==> config.mk <==
export PLATFORM = sky130hd
export DESIGN_NAME = cdb_arbiter
export DESIGN_NICKNAME = d
export VERILOG_FILES = /design/src/rtl/cdb_arbiter.sv
export SDC_FILE = /design/constraint.sdc
export NUM_CORES = 1
export LEC_CHECK = 0
export BUFFER_PORTS_ARGS = -buffer_cell sky130_fd_sc_hd__clkbuf_2
export CAP_MARGIN = 10
export CORE_UTILIZATION = 32
export DETAILED_ROUTE_END_ITERATION = 6
export GPL_ROUTABILITY_DRIVEN = 0
export HOLD_SLACK_MARGIN = 0.05
export SLEW_MARGIN = 40
export SYNTH_ARGS = -nofsm -noshare
export SYNTH_HDL_FRONTEND = slang
export SYNTH_SLANG_ARGS = --single-unit
==> constraint.sdc <==
create_clock -name clk -period 17.1 [get_ports clk]
set_input_delay 1.71 -clock clk [delete_from_list [all_inputs] [get_ports clk]]
set_output_delay 1.71 -clock clk [all_outputs]
set_load 0.01 [all_outputs]
==> src/rtl/cdb_arbiter.sv <==
// Round-robin sharing of NUM_CDB broadcast ports among NUM_REQ one-entry FU result buffers; broadcast >=1 cycle
// after accept, per-requester ready stalls issue. Define CDB_BR_PRIORITY_EN to grant the branch unit first.
package cdb_pkg;
   typedef struct packed {
      logic        valid;
      logic [5:0]  rob_idx;
      logic [31:0] rd_v;
      logic        pc_select;
      logic [31:0] pc_branch;
   } cdb_t;
endpackage

module cdb_arbiter
   import cdb_pkg::*;
#(
   parameter int NUM_REQ = 4,
   parameter int NUM_CDB = 2,
   parameter int BR_IDX  = 3
) (
   input  logic                         clk,
   input  logic                         rst,
   input  logic                         flush,
   input  cdb_t [NUM_REQ-1:0]           req_cdb,
   output logic [NUM_REQ-1:0]           req_ready,
   output cdb_t [NUM_CDB-1:0]           cdb_out,
   output logic [NUM_REQ-1:0]           grant,
   output logic [$clog2(NUM_REQ+1)-1:0] occupancy
);

   localparam int PW = $clog2(NUM_REQ);
   localparam int OW = $clog2(NUM_REQ+1);
`ifdef CDB_BR_PRIORITY_EN
   localparam bit BR_PRIO = 1'b1;
`else
   localparam bit BR_PRIO = 1'b0;
`endif
   localparam logic [NUM_REQ-1:0] BR_BIT  = NUM_REQ'(1) << BR_IDX;
   localparam logic [NUM_REQ-1:0] RR_MASK = BR_PRIO ? ~BR_BIT : '1;

   logic [NUM_REQ-1:0] buf_v;
   cdb_t [NUM_REQ-1:0] buf_d;
   logic [PW-1:0]      rr_ptr;
   logic [PW-1:0]      rr_next;
   logic [NUM_REQ-1:0] gnt;
   cdb_t [NUM_CDB-1:0] port_d;

   // Grants depend only on registered buffers, so req_cdb never reaches cdb_out in the same cycle.
   always_comb begin : arb
      int n;
      n       = 0;
      gnt     = '0;
      port_d  = '0;
      rr_next = rr_ptr;
      if (BR_PRIO && buf_v[BR_IDX]) begin
         gnt[BR_IDX] = 1'b1;
         port_d[0]   = buf_d[BR_IDX];
         n           = 1;
      end
      for (int k = 0; k < NUM_REQ; k++) begin
         for (int i = 0; i < NUM_REQ; i++) begin
            if (i == (int'(rr_ptr) + k) % NUM_REQ && buf_v[i] && RR_MASK[i] && n < NUM_CDB) begin
               gnt[i] = 1'b1;
               for (int j = 0; j < NUM_CDB; j++) begin
                  if (j == n) port_d[j] = buf_d[i];
               end
               rr_next = PW'((i + 1) % NUM_REQ);
               n       = n + 1;
            end
         end
      end
   end

   always_comb begin
      grant     = '0;
      cdb_out   = '0;
      req_ready = '0;
      occupancy = '0;
      if (rst) begin
         for (int i = 0; i < NUM_REQ; i++) occupancy = occupancy + OW'(buf_v[i]);
         if (flush) begin
            req_ready = '1;
         end else begin
            grant     = gnt;
            cdb_out   = port_d;
            req_ready = ~buf_v | gnt;
         end
      end
   end

   always_ff @(posedge clk) begin
      if (!rst) begin
         buf_v  <= '0;
         rr_ptr <= '0;
      end else if (flush) begin
         buf_v <= '0;
      end else begin
         // A branch-only grant leaves rr_next at rr_ptr, so the pointer only moves on round-robin grants.
         if (|grant) rr_ptr <= rr_next;
         for (int i = 0; i < NUM_REQ; i++) begin
            if (req_cdb[i].valid && req_ready[i]) begin
               buf_v[i] <= 1'b1;
               buf_d[i] <= req_cdb[i];
            end else if (grant[i]) begin
               buf_v[i] <= 1'b0;
            end
         end
      end
   end

endmodule

# Yosys cells after proc, flatten, opt, wreduce, memory -nomap -nowiden
# Index checks and enable logic that the tools add are counted.
dict set report word_totals {
  regBits 294
  in_bits 291
}
dict set report classes {
  n_mux 108
  n_lt_le_gt_ge 15
  reduce_logical 69
  eq_ne 27
  bitwise 7
  n_addsub 20
}
# op count
set op_table {}
lappend op_table {{2-to-1 mux 144 bit} 17}
lappend op_table {{2-to-1 mux 72 bit} 31}
lappend op_table {{logical NOT 32 bit} 19}
lappend op_table {{equality test 2 x 32 -> 1 bit (first input constant)} 15}
lappend op_table {{< comparator 32 x 3 -> 1 bit (second input constant)} 15}
lappend op_table {{adder 32 x 2 -> 32 bit (second input constant)} 14}
lappend op_table {{2-to-1 mux 32 bit} 14}
lappend op_table {{logical AND 1 bit} 35}
lappend op_table {{2-to-1 mux 2 bit} 16}
lappend op_table {{2-to-1 mux 1 bit} 25}
lappend op_table {{equality test 3 bit (first input constant)} 6}
lappend op_table {{2-to-1 mux 4 bit} 4}
lappend op_table {{nonzero test 16 bit} 1}
lappend op_table {{AND reduction 3 bit} 5}
lappend op_table {{equality test 2 x 3 -> 1 bit (first input constant)} 3}
lappend op_table {{nonzero test 2 bit} 4}
lappend op_table {{OR reduction 2 bit} 4}
lappend op_table {{adder 2 bit (second input constant)} 2}
lappend op_table {{equality test 2 bit (first input constant)} 2}
lappend op_table {{NOT 4 bit} 1}
lappend op_table {{bitwise OR 4 bit} 1}
lappend op_table {{OR reduction 4 bit} 1}
lappend op_table {{adder 2 x 1 -> 3 bit} 1}
lappend op_table {{adder 3 x 1 -> 3 bit} 1}
lappend op_table {{other kinds (6)} 9}

# Logic depth before layout (Yosys ltp)
dict set report logic_depth {
  depth_word 53
  depth_mapped 54
  mapped_depth_nobuf 46
}

# Worst setup path before layout
# No wires, ideal clock.
dict set report synth_path {
  path_kind {register -> output}
  startpoint {register rr_ptr[0]}
  endpoint {output port cdb_out[142] in the netlist's numbering}
  slack_ns 3.278
  arrival_ns 12.112
  n_path_buf 8
  stages_incl_launch_ff 53
  required_ns 15.390
  path_cell_list {dfxtp_1 > buf_2 > buf_6 > buf_4 > buf_2 > nor3b_1 > clkbuf_1 > clkbuf_1 > inv_1 > ha_1 > xnor2_1 > ha_1 > or2_2 > ha_1 > a211oi_2 > nor2_1 > ha_1 > nor4b_1 > [... 17 more ...] > ha_1 > o31ai_1 > inv_1 > ha_1 > nor2_1 > a21oi_1 > ha_1 > o32ai_1 > a21oi_1 > ha_1 > and3_1 > a21o_1 > a32o_1 > clkbuf_1 > buf_2 > a221oi_1 > a211o_1 > mux2i_1}
}
# element line
set synth_lines {}
lappend synth_lines {{start, declared} 42} ;# logic [PW-1:0] rr_ptr;
lappend synth_lines {{start signal, assigned} 98} ;# if (|grant) rr_ptr <= rr_next;
lappend synth_lines {{end, declared} 25} ;# output cdb_t [NUM_CDB-1:0] cdb_out,

==> key figures <==
STA
  – Final TNS setup: 0 ps
  – RSZ-0062 raised after global routing: false
  – Crit path time final: 15780 ps
  – Final Slew Violations: 0
  – Worst Tran Pin Value: 901.3 ps
  – Fin crit share: 92.27%
  – Relative slew slack: 39.91%
  – Final Hold Violating Endpoints: 0
  – Max Fclk: 63.38 MHz
  – Skew final: 22.34 ps
  – Setup violations, final: 0

Global route
  – Pin count of the biggest net entering global routing: 86
  – GRT overflow: 0
  – Number of global-route vias before repair: 29240
  – Antenna violations before repair: 6
  – First-pass GRT wire length: 195000 um
  – Total track usage: 28.29%

Setup path
  – Worst-path fanout max: 60
  – Critical path depth: 44
  – Critical path's largest stage delay: 810 ps
  – Top Family by Delay on Critical Path: adder cells
  – Most common cell on crit path: ha_1
  – Crit-path slowest cell: dfxtp_4
  – Critical path class: reg -> out
  – Nature of the critical path startpoint: flop
  – CP required: 15390 ps
  – CP arrival: 14070 ps
  – Crit path buffers/inverters: 4
  – Setup crit end kind: output port
  – R2R depth: 36

Floorplan
  – Die footprint: 0.08819 sq mm
  – Core ar.: 0.08568 sq mm
  – FP Rows: 107
  – I/O Pins: 446
  – Die H: 297.0 um
  – Initial core utilization: 32.49%
  – Die width: 297.0 um

Synthesis
  – Post-synthesis sequential area ratio: 31.49%
  – Post-synth EDFFs: 288
  – Distinct cell type count after synthesis: 81
  – Syn Inst Count: 3142
  – Cell area after synthesis: 0.02784 sq mm
  – Primary FF master, synth: edfxtp_1
  – Synth warnings: 0
  – Post-synth ARST share: 0%
  – Synth Net Count: 3469
  – Syn avg cell area: 8.861 sq um
  – Yosys reg bits: 294

Detailed routing
  – Iteration-0 DRC Markers: 4738
  – Number of routed nets with antenna violations: 0
  – DR vias: 31220
  – Routed len/inst: 30.20 um
  – DR pass1 iterations: 7
  – Via-per-instance ratio: 7.104
  – DRC Markers: 11
  – Overall routed net length: 132700 um

Clock network
  – H-Tree Depth: 2
  – Root Driver: clkbuf_16
  – Post-cts resize count: 0
  – Clock transition at path regs: 60 ps
  – Clock latency on the worst-skew pair: 590 ps
  – CTS tree: built
  – Clock Sinks: 294
  – Max Root-Sink Buffers: 3
  – Hold_buf cts: 0
  – Num CTS Buffers: 36
  – Post-CTS Setup Repair Bufs: 0

Cells and area
  – Most frequent cells in the layout: clkbuf_2, nor2_1, edfxtp_1
  – Share of post-route cells with drive strength above 1: 21.84%
  – Final net count: 3548
  – Util after Layout: 37.29%
  – Commonest non-fill, non-tap cell in the layout: clkbuf_2
  – Layout area overhead: 14.75%

Pwr
  – VDD IR max: 0.06702 mV
  – Pleak: 11.64 nW
  – Pwr dens: 61.81 mW/mm^2

Job
  – Max Cap Violations: 0

Placed design
  – Detail Placement HPWL: 82540 um
  – Port bufs: 445

Worst hold path
  – Hold Path Depth: 2
  – Worst Hold Class: reg -> reg

Outcome
  – Violated checks: design-rule violations
  – Status: finished with violations
cell usage after synthesis (76+ instances only):
library cell	instances	area [sq um]
a21oi_1	160	800.8
o211ai_1	219	1644
a211oi_1	220	1652
a211o_1	145	1270
nand2_1	92	345.3
mux2i_1	76	760.7
nor2_1	307	1152
edfxtp_1	288	8648
o21ai_0	151	755.7
clkbuf_1	377	1415
a221oi_1	218	1909
o22ai_1	144	900.9
cells by family after synthesis:
family                   after synthesis  share of synthesized area (%)
adder cells (fa/ha/maj)               36                          1.645
AND/OR/NAND/NOR                      566                          10.48
flip-flops                           294                          31.49
XOR/XNOR                              11                         0.4674
other                                  2                        0.02697
AO/OA/AOI/OAI                       1650                          45.71
buffers and inverters                507                          7.447
multiplexers                          76                          2.732
metrics by stage:
step           area (sq um)  hold WS, ps  worst slack [ps]  total power [mW]  std cells
6_report              31950        679.8              1321             1.975       4394
2_1_floorplan         27840        575.6              3278             1.044       3142
4_1_cts               31880        666.5              1202             1.984       4388
3_3_place_gp          30280        635.3              2044             1.175       4306
3_5_place_dp          30690        655.4              1841             1.181       4325
5_1_grt               31940        744.9             618.5             2.037       4392
tightest hold or removal path, stage by stage, from the launching register on:
cell     delay, ps
dfxtp_1        420
a21oi_1        170
nor2_1          40
final cells by class:
class / instances / area [sq um]
Timing Repair Buffer: 519 / 3082
Inverter: 29 / 108.9
Clock buffer: 40 / 937.1
Clock inverter: 23 / 251.5
Fill cell: 8652 / 53730
Multi-Input combinational cell: 2341 / 17350
Sequential cell: 294 / 8780
Antenna cell: 4 / 10.01
Tap cell: 1144 / 1431
registers in the layout (all words and copies together), names as in the netlist:
| register | flops |
|---|---|
| buf_d | 288 |
| buf_v | 4 |
| rr_ptr | 2 |
where the power goes:
group          switching [mW]  internal [mW]  total [mW]  leakage [nW]
Combinational           0.189          0.121       0.310          8.38
Sequential             0.0478          0.818       0.866          2.69
Clock                   0.339          0.460       0.799         0.566
Total                   0.576           1.40        1.97          11.6
final timing paths:
check | slack [ps] | from | endpoint
max | 1320 | rr_ptr[0]$_SDFFE_PN0P_ | cdb_out[109]
min | 680 | buf_v[0]$_SDFFE_PP0P_ | buf_v[0]$_SDFFE_PP0P_
max reg2reg | 3980 | rr_ptr[0]$_SDFFE_PN0P_ | buf_d[186]$_DFFE_PP_
min reg2reg | 680 | buf_v[0]$_SDFFE_PP0P_ | buf_v[0]$_SDFFE_PP0P_
metal layers:
metal	vias to the layer above	part of all wire [%]	track usage [%]
met3	380	11	5.647
li1	13220	-	-
met5	-	0.015	0
met4	2	4.0	12.38
met2	2324	44	43.14
met1	15290	41	38.55
Note: power is estimated with default switching activity, not from simulation.
